<file path="config.mk">
export PLATFORM = sky130hd
export DESIGN_NAME = fsm_palin_win_det
export DESIGN_NICKNAME = d
export VERILOG_FILES = /design/src/rtl/fsm_palin_win_det.sv
export SDC_FILE = /design/constraint.sdc
export NUM_CORES = 1
export LEC_CHECK = 0
export ABC_AREA = 1
export CORE_MARGIN = 3
export CORE_UTILIZATION = 35
export DETAILED_ROUTE_END_ITERATION = 16
export HOLD_SLACK_MARGIN = 0.1
export SLEW_MARGIN = 20
export SYNTH_ARGS = -nofsm -noshare
export SYNTH_HDL_FRONTEND = slang
export SYNTH_SLANG_ARGS = --single-unit
</file>
<file path="constraint.sdc">
create_clock -name clk -period 1.3 [get_ports clk]
set_input_delay 0.39 -clock clk [delete_from_list [all_inputs] [get_ports clk]]
set_output_delay 0.39 -clock clk [all_outputs]
set_load 0.005 [all_outputs]
</file>
<file path="src/rtl/fsm_palin_win_det.sv">
// Windowed palindrome detector over a stream of W-bit symbols.
// Sliding or framed evaluation, with a registered det pulse and a saturating hit counter.
module fsm_palin_win_det #(
    parameter int N     = 4,
    parameter int W     = 1,
    parameter int CNT_W = 8
) (
    input  logic             clk,
    input  logic             rst,
    input  logic [W-1:0]     ser_in,
    input  logic             in_valid,
    input  logic             mode,
    input  logic             clr,
    output logic             det,
    output logic             full,
    output logic [CNT_W-1:0] det_cnt
);

    localparam int FW = $clog2(N + 1);
    localparam logic [FW-1:0] FILL_MAX = FW'(N);
    localparam logic [FW-1:0] FILL_ONE = FW'(1);
    localparam logic [CNT_W-1:0] CNT_MAX = '1;

    typedef enum logic [1:0] {
        EMPTY = 2'd0,
        FILL  = 2'd1,
        FULL  = 2'd2
    } state_t;

    state_t state, state_nxt;
    logic [FW-1:0] fill, fill_nxt;

    // Only the newest N-1 symbols are stored; the oldest one of the
    // N-symbol window is shifted out on the very accept that would need it.
    logic [N-2:0][W-1:0] hist, hist_nxt;
    logic [N-1:0][W-1:0] win_nxt;

    logic accept;
    logic eval;
    logic pal;
    logic det_nxt;
    logic [CNT_W-1:0] cnt_nxt;

    assign accept  = in_valid && !clr;
    assign win_nxt = {hist, ser_in};

    always_ff @(posedge clk or posedge rst) begin
        if (rst) begin
            state   <= EMPTY;
            fill    <= '0;
            hist    <= '0;
            det     <= 1'b0;
            det_cnt <= '0;
        end else if (clr) begin
            state   <= EMPTY;
            fill    <= '0;
            hist    <= '0;
            det     <= 1'b0;
            det_cnt <= '0;
        end else begin
            state   <= state_nxt;
            fill    <= fill_nxt;
            hist    <= hist_nxt;
            det     <= det_nxt;
            det_cnt <= cnt_nxt;
        end
    end

    always_comb begin
        state_nxt = state;
        fill_nxt  = fill;
        hist_nxt  = hist;
        eval      = 1'b0;
        if (accept) begin
            hist_nxt = win_nxt[N-2:0];
            unique case (state)
                EMPTY: begin
                    fill_nxt  = FILL_ONE;
                    state_nxt = FILL;
                end
                FILL: begin
                    if (fill == FILL_MAX - FILL_ONE) begin
                        eval = 1'b1;
                        if (mode) begin
                            fill_nxt  = '0;
                            state_nxt = EMPTY;
                        end else begin
                            fill_nxt  = FILL_MAX;
                            state_nxt = FULL;
                        end
                    end else begin
                        fill_nxt = fill + FILL_ONE;
                    end
                end
                FULL: begin
                    // Switching to framed restarts counting with this symbol as #1.
                    if (mode) begin
                        fill_nxt  = FILL_ONE;
                        state_nxt = FILL;
                    end else begin
                        eval = 1'b1;
                    end
                end
                default: begin
                    fill_nxt  = '0;
                    state_nxt = EMPTY;
                end
            endcase
        end
    end

    always_comb begin
        pal = 1'b1;
        for (int k = 0; k < N / 2; k++) begin
            if (win_nxt[k] != win_nxt[N-1-k]) begin
                pal = 1'b0;
            end
        end
    end

    always_comb begin
        full    = (state == FULL);
        det_nxt = eval && pal;
        cnt_nxt = det_cnt;
        if (det_nxt && det_cnt != CNT_MAX) begin
            cnt_nxt = det_cnt + 1'b1;
        end
    end

endmodule

</file>
# ---- Word-level counts from Yosys, hierarchy flattened
# Index checks and enable logic that the tools add are counted.
dict set report word_totals {
  elab_cells 49
  regBits 17
  input_bits 6
}
dict set report op_classes {
  mux 23
  add_sub_neg 2
  eq_ne 8
  reduce_logical 9
}
# cell count
set ops {}
lappend ops {{$mux W3} 7}
lappend ops {{$mux W8} 2}
lappend ops {{$mux W2} 5}
lappend ops {{$pmux W3 S3} 1}
lappend ops {{$add A8 B1 Y8 const B} 1}
lappend ops {{$ne A8 B8 Y1 const B} 1}
lappend ops {{$mux W1} 6}
lappend ops {{$ne A3 B3 Y1 const B} 2}
lappend ops {{$pmux W2 S3} 1}
lappend ops {{$reduce_bool A2 Y1} 2}
lappend ops {{$add A3 B1 Y3 const B} 1}
lappend ops {{$eq A3 B2 Y1 const B} 1}
lappend ops {{$logic_and A1 B1 Y1} 3}
lappend ops {{$reduce_and A3 Y1} 1}
lappend ops {{$eq A2 B1 Y1 const B} 1}
lappend ops {{$eq A2 B2 Y1 const B} 1}
lappend ops {{$logic_not A2 Y1} 1}
lappend ops {{$ne A1 B1 Y1} 2}
lappend ops {{$pmux W1 S2} 1}
lappend ops {{$reduce_and A2 Y1} 1}
lappend ops {{$logic_not A1 Y1} 1}

# ---- Longest topological paths before layout
# Gate-level depths: netlist of the first run.
dict set report logic_depth {
  ltp_word 8
  mapped_depth 9
}

# ---- Worst setup path after synthesis of the first run
# OpenSTA, ideal clock, no wires.
dict set report synth_timing {
  path_kind {register to register}
  start {register det_cnt[0]}
  end {register det_cnt[0]}
  path_slack_ns -0.084
  stages_incl_launch_ff 8
  t_required_ns 1.181
  t_arrival_ns 1.266
  setup_time_ns 0.119
  synth_period_minus_slack_ns 1.384
  cell_sequence {dfrtp_1 > ha_1 > nand3_1 > inv_1 > nand2_1 > nand4_4 > nand3_1 > nand2_1}
}
dict set report synth_via {
  elab_chain_cells 3
}
# item line
set synth_rtl {}
lappend synth_rtl {{start: declaration} 16} ;# output logic [CNT_W-1:0] det_cnt
lappend synth_rtl {{start signal: assignment} 65} ;# det_cnt <= cnt_nxt;
lappend synth_rtl {{$add A8 B1 Y8 or $ne A8 B8 Y1 (tied branches)} {126, 125}}
lappend synth_rtl {{$mux W8 or $logic_and A1 B1 Y1 (tied branches)} 125} ;# if (det_nxt && det_cnt != CNT_MAX) begin
lappend synth_rtl {{$mux W8 or $reduce_bool A2 Y1 (tied branches)} --}
# Parallel ways exist; a longest one is shown, timed or not. The select of a mux whose other input is x is not followed.
# A chain may end at the register's enable or synchronous reset.

# ---- Worst setup path in the final report of the first run
dict set report layout_timing {
  start {register state[0]}
  end {output full}
}
dict set report layout_via {
  elab_chain_cells 1
}
# item line
set layout_rtl {}
lappend layout_rtl {{start: declaration} 30} ;# state_t state, state_nxt;
lappend layout_rtl {{start signal: assignment} 61} ;# state <= state_nxt;
lappend layout_rtl {{$eq A2 B2 Y1} 122} ;# full = (state == FULL);
lappend layout_rtl {{end: declaration} 15} ;# output logic full,
# No other way between the ends.

==> results.cfg, run 1 <==
[routing]
viasPerCell = 4.81
avgRoutedWirePerCell_um = 11.6
finalWirelength_mm = 2.77
antenna_left = 0
drc = 0
violation_count_after_the_first_detailed_route_iteration = 47
first_pass_detailed_route_iteration_total = 4
detailroute.via_count = 1144

[worst_setup_path]
cp_cell_sequence = inv_2, ha_4, buf_6
worst_setup_path_start_kind = register
cp-end-kind = primary output
cp.required_ns = 0.91
cp_slowest_stage_delay_ns = 0.41
rr_worst_depth = 9
timing.setup.critical_path_class = register to primary output
count_of_buffer_and_inverter_cells_on_the_critical_path = 2
critical_path_peak_fanout = 2
timing.critical_path.depth = 3
worst_path_max_delay_cell = sky130_fd_sc_hd__dfrtp_1
worstPathArrival_ns = 1.05
cp_top_family = flip-flops

[floorplan]
floorplan.initialDensity = 0.385
placementRows = 19
design.die.area_mm2 = 0.00387
ios = 16
die-width_um = 62.2
placeableCoreArea_mm2 = 0.00288
die_y_um = 62.2

[sta]
holdWs_ns = 0.392
grt_setup_unrepaired = true
period_share = 1.11
fin_worst_skew_ns = 0.00605
timing_max_transition_violations_final = 0
transition_at_the_pin_with_the_smallest_max_transition_slack_ns = 0.239
final-setup-viol-count = 13
report.final.hold_viol_count = 0
slew_headroom = 0.841
setup_ws_ns = -0.142
fmax_mhz = 694
timing.final.crit_period_ns = 1.44
totalNegativeSetupSlack_ns = -1.16

[synth]
synthMostInstantiatedCell = sky130_fd_sc_hd__nand2_1
synth.top_cells.by_area = sky130_fd_sc_hd__dfrtp_1 38%, sky130_fd_sc_hd__nand2_1 15%, sky130_fd_sc_hd__nand3_1 7.7%
synthFlopType = sky130_fd_sc_hd__dfrtp_1
synth-async-reset-ratio = 1.00
synth_area_per_cell_um2 = 7.52
synth_cells = 147
seq_area_frac_synth = 0.385
yosys_warnings = 0
synth_top_cells_by_count = 44 x sky130_fd_sc_hd__nand2_1, 17 x sky130_fd_sc_hd__dfrtp_1, 17 x sky130_fd_sc_hd__inv_1, 17 x sky130_fd_sc_hd__nand3_1, 14 x sky130_fd_sc_hd__nor2_1
synthDistinctLibCells = 24
yosys_register_bits = 17
post-synth-top-area-fraction = 0.385
synth_nets = 159
synthesis.area_mm2 = 0.00111
synth_edf_count = 0
yosysTopAreaCell = sky130_fd_sc_hd__dfrtp_1

[grt]
grt_remaining_overflow = 0
number_of_global_route_vias_before_repair = 1115
antenna_found_initial = 0
grt_max_degree = 19
global_route_wire_length_before_repair_mm = 4.87
globalRouteTotalUtil = 0.153

[layout]
final_area_mm2 = 0.00167
fin_nets = 209
antennaDiodeCount = 0
fin_util = 0.580
area_growth_pct = 50.8
drive_gt1_frac = 0.403

[placement]
detailedPlace.worstSlack_ns = -0.417
buffer_ports.inserted = 15
detailed_place_hpwl_mm = 1.92
dpl_cell_area_mm2 = 0.00150
gp_congestion = 0.850

[cts]
cts_inserted_buffers = 3
cts.sinks = 17
h-tree-depth = 1
cts.hold.buffers_added = 0
cts_tree = done
clk_pin_slew_worst_paths_ns = 0.11
clock_path_buffers = 2
worst_skew_pair.late_latency_ns = 0.30
clk_root_buffer_cell = sky130_fd_sc_hd__clkbuf_4

[pwr]
clkPwrFrac = 0.244
swShare = 0.319
p_leak_nw = 0.834
comb_power_share = 0.297
power-per-cell-area_mw_per_mm2 = 736
cell_internal_power_uw = 836
ir_drop_mv = 0.565
p_sw_uw = 391
p_seq_frac = 0.459

[job]
drv_cap = 0

[status]
violations_in_the_final_reports = negative setup slack
outcome = complete, but fails checks

[worst_hold_path]
holdCritPathClass = input pin to asynchronous set/reset pin
[per-stage QoR]
step / cells / total power [mW]
global route: 238 / 1.30
finish: 238 / 1.23
CTS: 238 / 1.18
detailed placement: 228 / 0.823
floorplan: 147 / 0.722
global placement: 228 / 0.821
[worst paths after layout]
kind / start / to / slack [ns]
worst max register to register: det_cnt[0] / det_cnt[4] / -0.13
worst min register to register: fill[1] / fill[1] / 0.54
min in group clk: fill[1] / fill[1] / 0.54
max in group asynchronous: rst / fill[2] / 0.71
worst max-delay path: state[0] / full / -0.14
worst min-delay path: rst / det / 0.39
[routing by layer]
| metal | up-vias | share of wire | global-route usage | routed length (um) |
|---|---|---|---|---|
| li1 | 576 | - | - | - |
| met1 | 537 | 0.45 | 0.200 | 1240 |
| met2 | 27 | 0.49 | 0.253 | 1350 |
| met3 | 4 | 0.052 | 0.0360 | 144 |
| met4 | 0 | 0.011 | 0.0414 | 31 |
| met5 | - | 0 | 0 | 0 |
[power by group through the flow]
stage          clock (mW)  sequential [mW]  combinational, mW
3_5_place_dp            0            0.569              0.254
6_report            0.299            0.564              0.365
4_1_cts             0.306            0.563              0.313
3_3_place_gp            0            0.570              0.252
2_1_floorplan           0            0.573              0.149
5_1_grt             0.333            0.567              0.401
[sequential cells by signal, summed over array words and instances (netlist names)]
register,flops
det,1
det_cnt,8
hist,3
state,2
fill,3
[cell usage in the layout (no fill, tap or decap), types with 4 or more instances in the layout]
master,instances
sky130_fd_sc_hd__nand3_2,4
sky130_fd_sc_hd__nand3_1,13
sky130_fd_sc_hd__dfrtp_1,17
sky130_fd_sc_hd__nor2_1,13
sky130_fd_sc_hd__clkdlybuf4s50_1,5
sky130_fd_sc_hd__inv_1,14
sky130_fd_sc_hd__nand2_4,7
sky130_fd_sc_hd__buf_6,5
sky130_fd_sc_hd__o21ai_0,4
sky130_fd_sc_hd__nand2_1,35
sky130_fd_sc_hd__nand2_2,4
sky130_fd_sc_hd__clkbuf_2,7
sky130_fd_sc_hd__buf_4,28
sky130_fd_sc_hd__inv_2,4
[worst register-to-register path: cells and delay by family (launching register included)]
| kind | cells | cell delay (ns) |
|---|---|---|
| AND/OR/NAND/NOR | 6 | 0.60 |
| flip-flops | 1 | 0.39 |
| buffers and inverters | 2 | 0.20 |
| adder cells (fa/ha/maj) | 1 | 0.18 |
[repair_timing]
action,in CTS,in global routing
buffers inserted,5,0
resized for setup,43,27
pin swaps,8,14
gates cloned,1,0
setup endpoints to repair,24,22
[layout make-up]
cell class / instances / area (um2)
flip-flops and latches: 17 / 425
well taps: 42 / 52.6
clock inverters: 1 / 5.00
clock buffers: 3 / 22.5
multi-input cells: 108 / 721
inverters: 20 / 80.1
fillers: 265 / 1210
repair buffers: 47 / 362
[cell families (layout without fill, tap and decap cells)]
group | Yosys count | in the layout | share of synthesized area
XOR/XNOR | 1 | 1 | 0.00792
adder cells (fa/ha/maj) | 6 | 6 | 0.0679
AO/OA/AOI/OAI | 13 | 13 | 0.0656
flip-flops | 17 | 17 | 0.385
AND/OR/NAND/NOR | 87 | 88 | 0.372
buffers and inverters | 23 | 71 | 0.102
Note: power is estimated with default switching activity, not from simulation.
==> run 2: changes to the inputs <==
--- a/config.mk
+++ b/config.mk
@@ -6,7 +6,7 @@
 export NUM_CORES = 1
 export LEC_CHECK = 0
 export ABC_AREA = 1
-export CORE_MARGIN = 3
+export CORE_MARGIN = 2
 export CORE_UTILIZATION = 35
 export DETAILED_ROUTE_END_ITERATION = 16
 export HOLD_SLACK_MARGIN = 0.1
==> constraint.sdc (replaced) <==
create_clock -name clk -period 1.2 [get_ports clk]
set_input_delay 0.36 -clock clk [delete_from_list [all_inputs] [get_ports clk]]
set_output_delay 0.36 -clock clk [all_outputs]
set_load 0.005 [all_outputs]
==> run 2 against run 1 <==
Net effect:
- the run still ends with negative setup slack left
- wire length is 15% higher
- critical endpoint is now det_cnt[2]
- hold slack worse by 0.024 ns
- total power is 11% higher
- largest cell class unchanged
- first-iteration DRC count is 38% lower
==> results.cfg, run 2 (synthesized netlist as in run 1, its figures left out) <==
[sta]
grt_setup_unrepaired = true
report.final.hold_viol_count = 0
slew_headroom = 0.875
setup_ws_ns = -0.250
period_share = 1.21
transition_at_the_pin_with_the_smallest_max_transition_slack_ns = 0.188
timing.final.crit_period_ns = 1.45
timing_max_transition_violations_final = 0
totalNegativeSetupSlack_ns = -2.80
fin_worst_skew_ns = 0.00137
fmax_mhz = 689
final-setup-viol-count = 16

[worst_setup_path]
worst_path_max_delay_cell = sky130_fd_sc_hd__dfrtp_2
timing.setup.critical_path_class = register to register
cp.required_ns = 1.44
cp-end-kind = register
worstPathArrival_ns = 1.69
cp_slowest_stage_delay_ns = 0.42
worst_setup_path_start_kind = register
critical_path_peak_fanout = 3
cp_cell_sequence = inv_2, ha_4, nand2_4, nor2_4, inv_2, nor2_4, nand4_1, nand2_1

[placement]
buffer_ports.inserted = 15
gp_congestion = 0.787
detailed_place_hpwl_mm = 2.10

[pwr]
ir_drop_mv = 0.543
cell_internal_power_uw = 924
p_leak_nw = 0.899
power-per-cell-area_mw_per_mm2 = 762
power_mw = 1.36
comb_power_share = 0.313
clkPwrFrac = 0.238
swShare = 0.322
p_seq_frac = 0.449
p_sw_uw = 438

[floorplan]
die-width_um = 60.2
placeableCoreArea_mm2 = 0.00303
floorplan.initialDensity = 0.365
ios = 16
placementRows = 20
design.die.area_mm2 = 0.00363
die_y_um = 60.2

[routing]
viasPerCell = 4.88
detailroute.via_count = 1209
antenna_left = 0
avgRoutedWirePerCell_um = 12.9
violation_count_after_the_first_detailed_route_iteration = 29
first_pass_detailed_route_iteration_total = 4
finalWirelength_mm = 3.19
drc = 0

[status]
outcome = complete, but fails checks
violations_in_the_final_reports = negative setup slack

[layout]
registers.top_by_ff_count = det_cnt
leading_cell_types_in_the_layout_fill_and_taps_excluded = 36 x sky130_fd_sc_hd__nand2_1, 34 x sky130_fd_sc_hd__buf_4, 16 x sky130_fd_sc_hd__dfrtp_1, 13 x sky130_fd_sc_hd__nor2_1, 13 x sky130_fd_sc_hd__nand3_1
fin_nets = 217
area_growth_pct = 61.7
antennaDiodeCount = 0
layout.cells.most_common = sky130_fd_sc_hd__nand2_1
largest_reg_flops = 8
drive_gt1_frac = 0.436
reg.largest.list = det_cnt (8), fill (3), hist (3)

[cts]
cts.hold.buffers_added = 0
cts_inserted_buffers = 3
cts.sinks = 17
clk_root_buffer_cell = sky130_fd_sc_hd__clkbuf_4
worst_skew_pair.late_latency_ns = 0.30
cts_tree = done
clock_path_buffers = 2
h-tree-depth = 1
clk_pin_slew_worst_paths_ns = 0.10

[job]
drv_cap = 0

[grt]
grt_remaining_overflow = 0
antenna_found_initial = 0
grt_max_degree = 19
global_route_wire_length_before_repair_mm = 5.07
number_of_global_route_vias_before_repair = 1181
globalRouteTotalUtil = 0.187

[worst_hold_path]
holdCritPathClass = input pin to asynchronous set/reset pin
[run 2: changes by cell type in the layout (fill, tap and decap cells not counted), sizes merged]
cell | before | now
buf | 35 | 50
clkbuf | 10 | 4
clkinv | 1 | 0
[run 2: worst max-delay path, delay by kind of cell (launching register included)]
family / cells / cell delay (ns)
adder cells (fa/ha/maj): 1 / 0.28
buffers and inverters: 2 / 0.14
flip-flops: 1 / 0.42
AND/OR/NAND/NOR: 5 / 0.57
[run 2: repair_timing]
item / CTS / global route
buffers inserted: 8 / 1
gates resized for setup: 57 / 26
gates cloned: 1 / 0
setup endpoints to repair: 26 / 26
pin swaps: 7 / 12
[run 2: final timing paths]
kind                              end  depth (start not counted)  slack (ns)      from
max                        det_cnt[2]                          8       -0.25  state[1]
min                           hist[0]                          3        0.37       rst
max reg2reg                det_cnt[2]                          8       -0.25  state[1]
min reg2reg                   fill[1]                          2        0.55   fill[1]
max in group asynchronous    state[1]                          3        0.70       rst
min in group clk              fill[1]                          2        0.55   fill[1]
[run 2: routing by layer]
metal  vias up  track usage  wire (um)  part of all wire
met1       583        0.215       1280              0.40
met4         0       0.0794         56             0.018
met5         -            0          0                 0
li1        592            -          -                 -
met3         6       0.0433        141             0.044
met2        28        0.329       1710              0.54
[run 2: through the flow]
stage                     instances  area [um2]  hold slack (ns)  setup WS (ns)  utilization
after CTS                       247        1670            0.366         -0.283        0.553
after detailed placement        234        1550            0.523         -0.503        0.512
after floorplan                 147        1130            0.286         -0.120            -
after global routing            248        1790            0.373         -0.319        0.590
after global placement          234        1550            0.518         -0.510        0.512
final                           248        1790            0.368         -0.250        0.590
[run 2: power by group through the flow]
stage                     Clock (mW)  Sequential [mW]  Combinational (mW)
after global routing           0.352            0.613               0.466
final                          0.324            0.611               0.427
after floorplan                    0            0.620               0.166
after CTS                      0.334            0.610               0.363
after global placement             0            0.617               0.287
after detailed placement           0            0.617               0.295
[run 2: layout make-up]
| class | instances | area [um2] |
|---|---|---|
| Multi-Input combinational cell | 108 | 747 |
| Clock buffer | 4 | 26.3 |
| Timing Repair Buffer | 55 | 453 |
| Inverter | 20 | 80.1 |
| Fill cell | 277 | 1240 |
| Tap cell | 44 | 55.1 |
| Sequential cell | 17 | 427 |
